`src/rtl/spi_cmd_scheduler_if.sv`:
```
// Command FIFO, result FIFO and byte-engine signals seen by spi_cmd_scheduler.
// master = scheduler side, slave = FIFOs/engine side.
interface spi_cmd_scheduler_if;
  localparam int unsigned CMD_W  = 17;
  localparam int unsigned BYTE_W = 8;

  logic              cmd_empty;
  logic              cmd_rd_en;
  logic [CMD_W-1:0]  cmd_dout;
  logic              res_full;
  logic              res_wr_en;
  logic [BYTE_W-1:0] res_din;
  logic              eng_write_start;
  logic              eng_read_start;
  logic              eng_config;
  logic [BYTE_W-1:0] eng_addr;
  logic [BYTE_W-1:0] eng_data;
  logic              eng_w_finish;
  logic              eng_rd_valid;
  logic [BYTE_W-1:0] eng_rd_data;

  modport master (
    input  cmd_empty, cmd_dout, res_full, eng_w_finish, eng_rd_valid, eng_rd_data,
    output cmd_rd_en, res_wr_en, res_din, eng_write_start, eng_read_start,
           eng_config, eng_addr, eng_data
  );

  modport slave (
    output cmd_empty, cmd_dout, res_full, eng_w_finish, eng_rd_valid, eng_rd_data,
    input  cmd_rd_en, res_wr_en, res_din, eng_write_start, eng_read_start,
           eng_config, eng_addr, eng_data
  );
endinterface

```
`src/rtl/spi_cmd_scheduler.sv`:
```
// Configures the SPI byte engine after reset / on request, then drains the command
// FIFO one single-byte transaction at a time with a watchdog on completion.
module spi_cmd_scheduler #(
  parameter int unsigned TIMEOUT_CYCLES  = 4096,
  parameter int unsigned CFG_WAIT_CYCLES = 4,
  parameter int unsigned CNT_W           = 16
) (
  input  logic                       CLK,
  input  logic                       rst_n,
  input  logic                       itf_sel,
  input  logic                       cfg_req,
  input  logic                       clr_err,
  spi_cmd_scheduler_if.master        bus,
  output logic                       busy,
  output logic                       cfg_done,
  output logic                       timeout_err
);

  localparam int unsigned RW_BIT = 16;
  localparam logic [CNT_W-1:0] TO_LAST  = CNT_W'(TIMEOUT_CYCLES - 1);
  localparam logic [CNT_W-1:0] CFG_LAST = CNT_W'(CFG_WAIT_CYCLES - 1);

  typedef enum logic [2:0] {
    CFG_ISSUE,
    CFG_WAIT,
    IDLE,
    FETCH,
    LATCH,
    ISSUE,
    WAIT_DONE,
    PUSH
  } state_t;

  state_t           state;
  logic [CNT_W-1:0] cnt;
  logic             rw;
  logic             cfg_pend;

  always_ff @(posedge CLK or negedge rst_n) begin
    if (!rst_n) begin
      state               <= CFG_ISSUE;
      cnt                 <= '0;
      rw                  <= 1'b0;
      cfg_pend            <= 1'b0;
      bus.cmd_rd_en       <= 1'b0;
      bus.res_wr_en       <= 1'b0;
      bus.res_din         <= '0;
      bus.eng_write_start <= 1'b0;
      bus.eng_read_start  <= 1'b0;
      bus.eng_config      <= 1'b0;
      bus.eng_addr        <= '0;
      bus.eng_data        <= '0;
      busy                <= 1'b0;
      cfg_done            <= 1'b0;
      timeout_err         <= 1'b0;
    end else begin
      bus.cmd_rd_en       <= 1'b0;
      bus.res_wr_en       <= 1'b0;
      bus.eng_write_start <= 1'b0;
      bus.eng_read_start  <= 1'b0;
      bus.eng_config      <= 1'b0;
      if (cfg_req) cfg_pend <= 1'b1;
      // A timeout later in this block overrides a simultaneous clear.
      if (clr_err) timeout_err <= 1'b0;

      case (state)
        // Pulse is raised inside CFG_ISSUE and the state is left on the following edge.
        CFG_ISSUE: begin
          busy <= 1'b1;
          if (bus.eng_config) begin
            state <= CFG_WAIT;
            cnt   <= '0;
          end else if (itf_sel) begin
            bus.eng_config <= 1'b1;
          end
        end
        CFG_WAIT: begin
          if (cnt == CFG_LAST) begin
            state    <= IDLE;
            cfg_done <= 1'b1;
            busy     <= 1'b0;
          end else begin
            cnt <= cnt + CNT_W'(1);
          end
        end
        IDLE: begin
          if (cfg_pend || cfg_req) begin
            state    <= CFG_ISSUE;
            cfg_pend <= 1'b0;
            busy     <= 1'b1;
          end else if (itf_sel && !bus.cmd_empty) begin
            state         <= FETCH;
            bus.cmd_rd_en <= 1'b1;
            busy          <= 1'b1;
          end
        end
        FETCH: state <= LATCH;
        LATCH: begin
          rw                  <= bus.cmd_dout[RW_BIT];
          bus.eng_addr        <= bus.cmd_dout[15:8];
          bus.eng_data        <= bus.cmd_dout[7:0];
          bus.eng_write_start <= ~bus.cmd_dout[RW_BIT];
          bus.eng_read_start  <= bus.cmd_dout[RW_BIT];
          state               <= ISSUE;
        end
        ISSUE: begin
          cnt   <= '0;
          state <= WAIT_DONE;
        end
        // Completion flags are tested before the watchdog so a same-cycle flag wins.
        WAIT_DONE: begin
          if (!rw && bus.eng_w_finish) begin
            state <= IDLE;
            busy  <= 1'b0;
          end else if (rw && bus.eng_rd_valid) begin
            bus.res_din   <= bus.eng_rd_data;
            bus.res_wr_en <= ~bus.res_full;
            state         <= PUSH;
          end else if (cnt == TO_LAST) begin
            timeout_err <= 1'b1;
            state       <= IDLE;
            busy        <= 1'b0;
          end else begin
            cnt <= cnt + CNT_W'(1);
          end
        end
        PUSH: begin
          if (bus.res_wr_en) begin
            state <= IDLE;
            busy  <= 1'b0;
          end else if (!bus.res_full) begin
            bus.res_wr_en <= 1'b1;
          end
        end
        default: state <= CFG_ISSUE;
      endcase
    end
  end

endmodule

```
`src/flat_wrapper.sv`:
```
// flat-port wrapper written by rule: the top's interface ports become plain ports
module spi_cmd_scheduler_flat 
#(
  parameter int unsigned TIMEOUT_CYCLES  = 4096,
  parameter int unsigned CFG_WAIT_CYCLES = 4,
  parameter int unsigned CNT_W           = 16
)
  (CLK, rst_n, itf_sel, cfg_req, clr_err, busy, cfg_done, timeout_err, bus_cmd_empty, bus_cmd_dout, bus_res_full, bus_eng_w_finish, bus_eng_rd_valid, bus_eng_rd_data, bus_cmd_rd_en, bus_res_wr_en, bus_res_din, bus_eng_write_start, bus_eng_read_start, bus_eng_config, bus_eng_addr, bus_eng_data);
  spi_cmd_scheduler_if bus_i ();
  input  logic CLK;
  input  logic rst_n;
  input  logic itf_sel;
  input  logic cfg_req;
  input  logic clr_err;
  output logic busy;
  output logic cfg_done;
  output logic timeout_err;
  input wire logic [$bits(bus_i.cmd_empty)-1:0] bus_cmd_empty;
  input wire logic [$bits(bus_i.cmd_dout)-1:0] bus_cmd_dout;
  input wire logic [$bits(bus_i.res_full)-1:0] bus_res_full;
  input wire logic [$bits(bus_i.eng_w_finish)-1:0] bus_eng_w_finish;
  input wire logic [$bits(bus_i.eng_rd_valid)-1:0] bus_eng_rd_valid;
  input wire logic [$bits(bus_i.eng_rd_data)-1:0] bus_eng_rd_data;
  output wire logic [$bits(bus_i.cmd_rd_en)-1:0] bus_cmd_rd_en;
  output wire logic [$bits(bus_i.res_wr_en)-1:0] bus_res_wr_en;
  output wire logic [$bits(bus_i.res_din)-1:0] bus_res_din;
  output wire logic [$bits(bus_i.eng_write_start)-1:0] bus_eng_write_start;
  output wire logic [$bits(bus_i.eng_read_start)-1:0] bus_eng_read_start;
  output wire logic [$bits(bus_i.eng_config)-1:0] bus_eng_config;
  output wire logic [$bits(bus_i.eng_addr)-1:0] bus_eng_addr;
  output wire logic [$bits(bus_i.eng_data)-1:0] bus_eng_data;
  assign bus_i.cmd_empty = bus_cmd_empty;
  assign bus_i.cmd_dout = bus_cmd_dout;
  assign bus_i.res_full = bus_res_full;
  assign bus_i.eng_w_finish = bus_eng_w_finish;
  assign bus_i.eng_rd_valid = bus_eng_rd_valid;
  assign bus_i.eng_rd_data = bus_eng_rd_data;
  assign bus_cmd_rd_en = bus_i.cmd_rd_en;
  assign bus_res_wr_en = bus_i.res_wr_en;
  assign bus_res_din = bus_i.res_din;
  assign bus_eng_write_start = bus_i.eng_write_start;
  assign bus_eng_read_start = bus_i.eng_read_start;
  assign bus_eng_config = bus_i.eng_config;
  assign bus_eng_addr = bus_i.eng_addr;
  assign bus_eng_data = bus_i.eng_data;
  spi_cmd_scheduler #(.TIMEOUT_CYCLES(TIMEOUT_CYCLES), .CFG_WAIT_CYCLES(CFG_WAIT_CYCLES), .CNT_W(CNT_W)) u_core (.CLK(CLK), .rst_n(rst_n), .itf_sel(itf_sel), .cfg_req(cfg_req), .clr_err(clr_err), .bus(bus_i), .busy(busy), .cfg_done(cfg_done), .timeout_err(timeout_err));
endmodule
```
`config.mk`:
```
export PLATFORM = sky130hd
export DESIGN_NAME = spi_cmd_scheduler_flat
export DESIGN_NICKNAME = d
export VERILOG_FILES = /design/src/rtl/spi_cmd_scheduler_if.sv /design/src/rtl/spi_cmd_scheduler.sv /design/src/flat_wrapper.sv
export SDC_FILE = /design/constraint.sdc
export NUM_CORES = 1
export LEC_CHECK = 0
export BUFFER_PORTS_ARGS = -buffer_cell sky130_fd_sc_hd__buf_2
export CAP_MARGIN = 40
export CORE_ASPECT_RATIO = 0.7
export CORE_MARGIN = 10
export CORE_UTILIZATION = 42
export DETAILED_ROUTE_END_ITERATION = 12
export HOLD_SLACK_MARGIN = 0.06
export PLACE_DENSITY = 0.62
export SYNTH_ARGS = -nofsm -noshare
export SYNTH_HDL_FRONTEND = slang
export SYNTH_SLANG_ARGS = --single-unit
```
`constraint.sdc`:
```
create_clock -name CLK -period 3.6 [get_ports CLK]
set_clock_uncertainty 0.05 [all_clocks]
set_input_delay 0.18 -clock CLK [delete_from_list [all_inputs] [get_ports CLK]]
set_output_delay 0.18 -clock CLK [all_outputs]
set_load 0.005 [all_outputs]
```
# Word-level counts from Yosys, hierarchy flattened

Index checks and enable logic that the tools add are counted.
W data, S select, Z words.

$add $sub $neg: 1
Eq/ne operators: 20
Muxes and demuxes: 44
Bitwise gates (word level): 3
Reduce and logical (&&, ||, !) cells: 14

Operators with widths:

| operator                | number |
|---|---|
| $mux W16                | 5 |
| $pmux W16 S4            | 1 |
| $mux W1                 | 27 |
| $mux W3                 | 8 |
| $pmux W3 S8             | 1 |
| $add A16 B1 Y16 const B | 1 |
| $eq A16 B12 Y1 const B  | 1 |
| $eq A16 B2 Y1 const B   | 1 |
| $eq A3 B3 Y1 const B    | 4 |
| $reduce_and A6 Y1       | 2 |
| $ne A2 B2 Y1 const B    | 4 |
| $eq A3 B2 Y1 const B    | 2 |
| $ne A2 B1 Y1 const B    | 3 |
| $ne A3 B1 Y1 const B    | 2 |
| $pmux W1 S5             | 1 |
| $reduce_and A5 Y1       | 1 |
| $reduce_bool A5 Y1      | 1 |
| $ne A4 B1 Y1 const B    | 1 |
| $reduce_bool A4 Y1      | 1 |
| $eq A3 B1 Y1 const B    | 1 |
| $logic_and A1 B1 Y1     | 3 |
| $logic_not A3 Y1        | 1 |
| $ne A3 B2 Y1 const B    | 1 |
| $not A1 Y1              | 3 |
| 5 further kinds         | 6 |

Flip-flop bits (word level): 53
Bits of input ports: 34
Output and inout port bits: 32
Word-level logic and storage cells: 97

# Longest topological paths before layout

Depth in word-level cells: 5
Depth in mapped cells: 10

# Worst setup path before layout

OpenSTA, ideal clock, no wires.

Path kind: register -> register
Start point: register u_core.cnt[0]
End point: register u_core.cnt[5]
Data arrival time: 2.017 ns
Slack: 1.442 ns
Stages on the path, launching flop included: 10
Buffers on the path: 2
Clock period less this slack: 2.158 ns
Cells stage by stage: dfrtp_1 -> ha_1 -> nor4b_1 -> and4_1 -> and4b_1 -> nand3b_4 -> or2_1 -> buf_6 -> buf_12 -> o31ai_2

Word-level cells in the longest chain between the ends: 5
Elaborated cells between the ends (all ways): 11
Those cells by class: 1 x add/sub; 4 x eq/ne; 5 x mux; 1 x reduce/logical

RTL lines:

| element                | line                                              | text |
|---|---|---|
| start, declared        | spi_cmd_scheduler.sv:35                           | `logic [CNT_W-1:0] cnt;` |
| start signal, assigned | spi_cmd_scheduler.sv:83                           | `cnt <= cnt + CNT_W'(1);` |
| start signal, assigned | spi_cmd_scheduler.sv:124                          | `cnt <= cnt + CNT_W'(1);` |
| $add A16 B1 Y16        | spi_cmd_scheduler.sv:83, spi_cmd_scheduler.sv:124 |  |
| $mux W16               | spi_cmd_scheduler.sv:119                          | `end else if (cnt == TO_LAST) begin` |
| $mux W16               | spi_cmd_scheduler.sv:115                          | `end else if (rw && bus.eng_rd_valid) begin` |
| $mux W16               | spi_cmd_scheduler.sv:112                          | `if (!rw && bus.eng_w_finish) begin` |
| $pmux W16 S4           | spi_cmd_scheduler.sv:66                           | `case (state)` |

Parallel ways exist; a longest one is shown, timed or not. The select of a mux whose other input is x is not followed.
A chain may end at the register's enable or synchronous reset.

# Worst setup path after layout

Start point: register u_core.cnt[0]
End point: register u_core.cnt[3]

Same word-level chain as after synthesis.

==> run summary <==
The flow ran to the end, and the final reports show no timing, DRC or antenna violations. The worst setup timing slack at the placement stage came out at 0.998 ns. The filler-free cell count of the finished design came out at 402. The die covers 0.00956 mm². In the final design database the tool counted 361 nets. After routing the design area is 0.00329 mm². The utilization of the core after routing is 56.8%. The measured slew at the worst slew-check pin is 0.736 ns. The proportion of total power due to net switching came out at 36.1%. The worst flop-to-flop path startpoint is u_core.cnt[0].

In the global route stage, overall resource usage came out at 13.4%. The clock latency of the later-clocked register in the worst-skew pair came out at 0.31 ns. Timing would allow up to 381 MHz. The pin count of the biggest net entering global routing is 32.

The H-tree generated during clock tree synthesis spans 2 levels. The multi-input logic area came out at 0.00108 mm². The number of primary I/O pins is 66.

The worst setup margin came out at 0.973 ns. The number of CTS-inserted buffers came out at 5. The clock network fraction of design power came out at 19.4%. After synthesis, flip-flops and latches occupy 52.6% of the total area. Of all cell types, the one taking the most synthesized area is sky130_fd_sc_hd__dfrtp_1. The port buffer count came out at 65. The critical-path maximum fanout came out at 15. STA classifies the critical path startpoint as a flop. The CTS sink count came out at 53. The count of vias placed by the detailed router is 2067. The post-route DRC violation count came out at 0.

The total count of max-transition violations in the final report came out at 0. The register area is 0.00133 mm². The hold-critical path endpoint is u_core.cfg_pend. The part of the total power dissipated in combinational logic is 37.5%. The number of synthesis warnings is 0. The share of post-route cells with drive strength above 1 came out at 33.3%. After synthesis, the cell types taking the most area are sky130_fd_sc_hd__dfrtp_1 (53%), sky130_fd_sc_hd__mux2_2 (7.6%), sky130_fd_sc_hd__nand2_1 (5.2%), sky130_fd_sc_hd__o31ai_2 (3.5%), sky130_fd_sc_hd__o21ai_0 (3.0%). The detailed-routing iteration count for the pre-antenna-repair pass is 4.

The worst path arrival time came out at 2.75 ns. After clock tree synthesis, the clock-pin slew on the worst setup and hold paths is 0.10 ns. The final wirelength came out at 6270 µm.

The internal power consumption is 1.41 mW. In this run the critical register-to-register path is captured at u_core.cnt[3]. The slack of the worst reg-to-reg path came out at 0.97 ns. The count of final hold-check violations is 0. The last weighted congestion value of the routability-driven placer came out at 0.795. Summed over all layers, the global routing overflow is 0. The count of placed standard cells including taps is 364.

The worst path needs 2.63 ns of the cycle, external delays included. The count of nets left with antenna violations once routing finished came out at 0. The worst setup path is of the reg2reg kind. The average routed wire per standard cell is 15.6 µm. Of the available clock period, the critical path in the final layout requires 73.0%. The global-route wire length before repair is 10900 µm. Dividing the detail-routed via count by the number of cells gives 5.14. The cell count after synthesis came out at 235. Setup repair after global routing left no endpoint under its margin. The synthesized area per cell came out at 10.7 µm². TritonCTS built the clock tree. The count of state elements after synthesis came out at 53. The number of endpoints failing setup at the final stage is 0. The worst voltage drop across the vdd grid is 0.000517 V. The initial antenna violation count came out at 0. The tightest slew margin relative to the limit came out at 50.9%. The worst hold path begins at cfg_req.

The path class of the lowest-slack min-delay path is in2reg. The synthesized area is 0.00252 mm². The detailed router finished its first iteration with 101 violations. The number of nets produced by synthesis came out at 270.

After routing, the total negative slack on setup checks comes to 0 ns. From left edge to right edge, the die measures 113 µm. The initial standard-cell utilization of the core came out at 43.6%.

The leakage dissipation is 1.54 nW. The number of distinct library cells after synthesis came out at 45. The number of global-route vias before repair is 2146. The number of diodes added for antenna fixing came out at 0. The core region is 0.00578 mm². The die is 84.8 µm tall.

Across the run, the number of max-cap violations was 0. The analysis attributes to net switching a power of 0.797 mW. The cell depth of the worst hold path came out at 3.

The detailed-placement wirelength estimate is 4310 µm. The placement row count came out at 23. The area share of the leading cell type in the synthesized netlist came out at 52.6%. No sink is reached through more buffers than the 2 on the longest clock path.

In this run, flip-flops and latches consume 43.1% of the power. The cell sitting at the root of the clock tree is a sky130_fd_sc_hd__clkbuf_8. The power per standard cell area is 673 mW/mm². The area added between synthesis and finish came out at 30.3%. The layout filler cell count came out at 485. The cell area after placement is 0.00287 mm². STA classifies the critical path endpoint as a flop.

For the worst setup path, the data required time is 3.72 ns. The worst reg-to-reg path cell count is 7.
## critical path: stages (launching register included)
cell,delay [ns]
sky130_fd_sc_hd__dfrtp_1,0.43
sky130_fd_sc_hd__ha_1,0.26
sky130_fd_sc_hd__nor4b_1,0.22
sky130_fd_sc_hd__and4_1,0.26
sky130_fd_sc_hd__and4b_1,0.27
sky130_fd_sc_hd__nand3b_4,0.23
sky130_fd_sc_hd__or2_1,0.61
sky130_fd_sc_hd__o31ai_1,0.15
## area by class of cell
| class | instances | area share (%) |
|---|---|---|
| Clock inverter | 3 | 1.52 |
| Timing Repair Buffer | 98 | 19.7 |
| Multi-Input combinational cell | 163 | 32.9 |
| Clock buffer | 5 | 2.09 |
| Sequential cell | 53 | 40.4 |
| Tap cell | 75 | 2.86 |
| Inverter | 5 | 0.571 |
## power by group through the flow
stage | clock [mW] | sequential (mW) | combinational (mW)
6_report | 0.428 | 0.953 | 0.830
5_1_grt | 0.466 | 0.989 | 0.946
4_1_cts | 0.440 | 0.949 | 0.837
3_5_place_dp | 0 | 0.955 | 0.812
3_3_place_gp | 0 | 0.950 | 0.804
2_1_floorplan | 0 | 0.909 | 0.594
## sequential cells by signal (all words and copies together), names as in the netlist
register and count:
u_core.cnt 16, u_core.bus.eng_addr 8, u_core.timeout_err 1, u_core.bus.res_wr_en 1, u_core.bus.eng_write_start 1, u_core.rw 1
u_core.busy 1, u_core.bus.cmd_rd_en 1, u_core.cfg_pend 1, u_core.bus.res_din 8, u_core.bus.eng_read_start 1, u_core.state 3
u_core.bus.eng_data 8, u_core.bus.eng_config 1, u_core.cfg_done 1
## metrics by stage
stage	hold WS [ns]	total power, mW
after CTS	0.0845	2.23
after global routing	0.138	2.40
after global placement	0.218	1.75
after detailed placement	0.230	1.77
final	0.0906	2.21
after floorplan	-0.166	1.50
## per-layer routing
layer / up-vias / track usage [%] / wire, µm
met5: - / 0 / 0
met4: 0 / 2.41 / 15
met3: 2 / 7.45 / 715
met2: 67 / 18.1 / 2440
met1: 974 / 18.2 / 3100
li1: 1024 / - / -
## logic make-up after synthesis
logic type      count (synthesis)  synth area share (%)
compound gates                 51                  14.2
buf+inv                        19                  4.61
flops                          53                  52.6
mux                            18                  7.99
fa+ha+maj                       1                 0.496
simple gates                   93                  20.1
## worst max-delay path by stage
| stage | to | cells past startpoint | from | slack (ns) |
|---|---|---|---|---|
| after floorplan | u_core.cnt[5] | 9 | u_core.cnt[0] | 1.44 |
| after global placement | u_core.cnt[3] | 7 | u_core.cnt[0] | 1.06 |
| after detailed placement | u_core.cnt[3] | 6 | u_core.cnt[13] | 1.0 |
| after CTS | u_core.cnt[3] | 7 | u_core.cnt[0] | 0.98 |
| after global routing | u_core.cnt[3] | 7 | u_core.cnt[0] | 0.74 |
| final | u_core.cnt[3] | 7 | u_core.cnt[0] | 0.97 |
## synthesized netlist by cell type
cell                       instances
sky130_fd_sc_hd__nor3_2            1
sky130_fd_sc_hd__o21ai_1           1
sky130_fd_sc_hd__nand4_1           4
sky130_fd_sc_hd__and3_1            3
sky130_fd_sc_hd__nor3_1            4
sky130_fd_sc_hd__nand3_1           7
sky130_fd_sc_hd__a41oi_1           1
sky130_fd_sc_hd__o32a_1            1
sky130_fd_sc_hd__and4b_1           1
sky130_fd_sc_hd__nand3b_4          1
sky130_fd_sc_hd__nor2_1           12
sky130_fd_sc_hd__nor3b_1           1
sky130_fd_sc_hd__or2_2             1
sky130_fd_sc_hd__nand2b_1          4
sky130_fd_sc_hd__o22a_1            1
sky130_fd_sc_hd__o41ai_1           3
sky130_fd_sc_hd__or2_1             1
sky130_fd_sc_hd__buf_12            1
sky130_fd_sc_hd__and3b_1           1
sky130_fd_sc_hd__nor4b_1           1
sky130_fd_sc_hd__nand2_1          35
sky130_fd_sc_hd__nor4b_2           1
sky130_fd_sc_hd__and4_1            3
sky130_fd_sc_hd__o211ai_1          1
sky130_fd_sc_hd__mux2i_1           1
sky130_fd_sc_hd__o31ai_1           2
sky130_fd_sc_hd__clkbuf_1          6
sky130_fd_sc_hd__o31ai_2           7
sky130_fd_sc_hd__ha_1              1
sky130_fd_sc_hd__nor4_1            3
sky130_fd_sc_hd__o21ai_2           3
sky130_fd_sc_hd__mux2_2           17
sky130_fd_sc_hd__nor3b_2           1
sky130_fd_sc_hd__nor4_2            1
sky130_fd_sc_hd__buf_2             2
sky130_fd_sc_hd__buf_4             3
sky130_fd_sc_hd__a31oi_1           6
sky130_fd_sc_hd__o22ai_1           1
sky130_fd_sc_hd__buf_6             2
sky130_fd_sc_hd__inv_1             5
sky130_fd_sc_hd__a21oi_1           9
sky130_fd_sc_hd__o21ai_0          15
sky130_fd_sc_hd__dfrtp_1          53
sky130_fd_sc_hd__and2_1            2
sky130_fd_sc_hd__nor2b_1           5
## repair_timing
| action | CTS | global route |
|---|---|---|
| endpoints found under the hold margin | 60 | 0 |
| hold buffers | 30 | 0 |
| endpoints found under the setup margin | 0 | 0 |
| resized for setup | 0 | 0 |
| setup buffers | 0 | 0 |
## layout by cell type, fill, tap and decap left out, drive strengths merged, types with 2 or more instances in the layout
cell type and count:
a21oi 9, a31oi 6, and2 2, and3 3, and4 3, buf 68, clkbuf 5, dfrtp 53
dlygate4sd3 30, inv 6, mux2 17, nand2 35, nand2b 4, nand3 7, nand4 4, nor2 12
nor2b 5, nor3 5, nor3b 2, nor4 4, nor4b 2, o21ai 19, o31ai 9, o41ai 3
or2 2
Power figures use the tool's default switching activity.
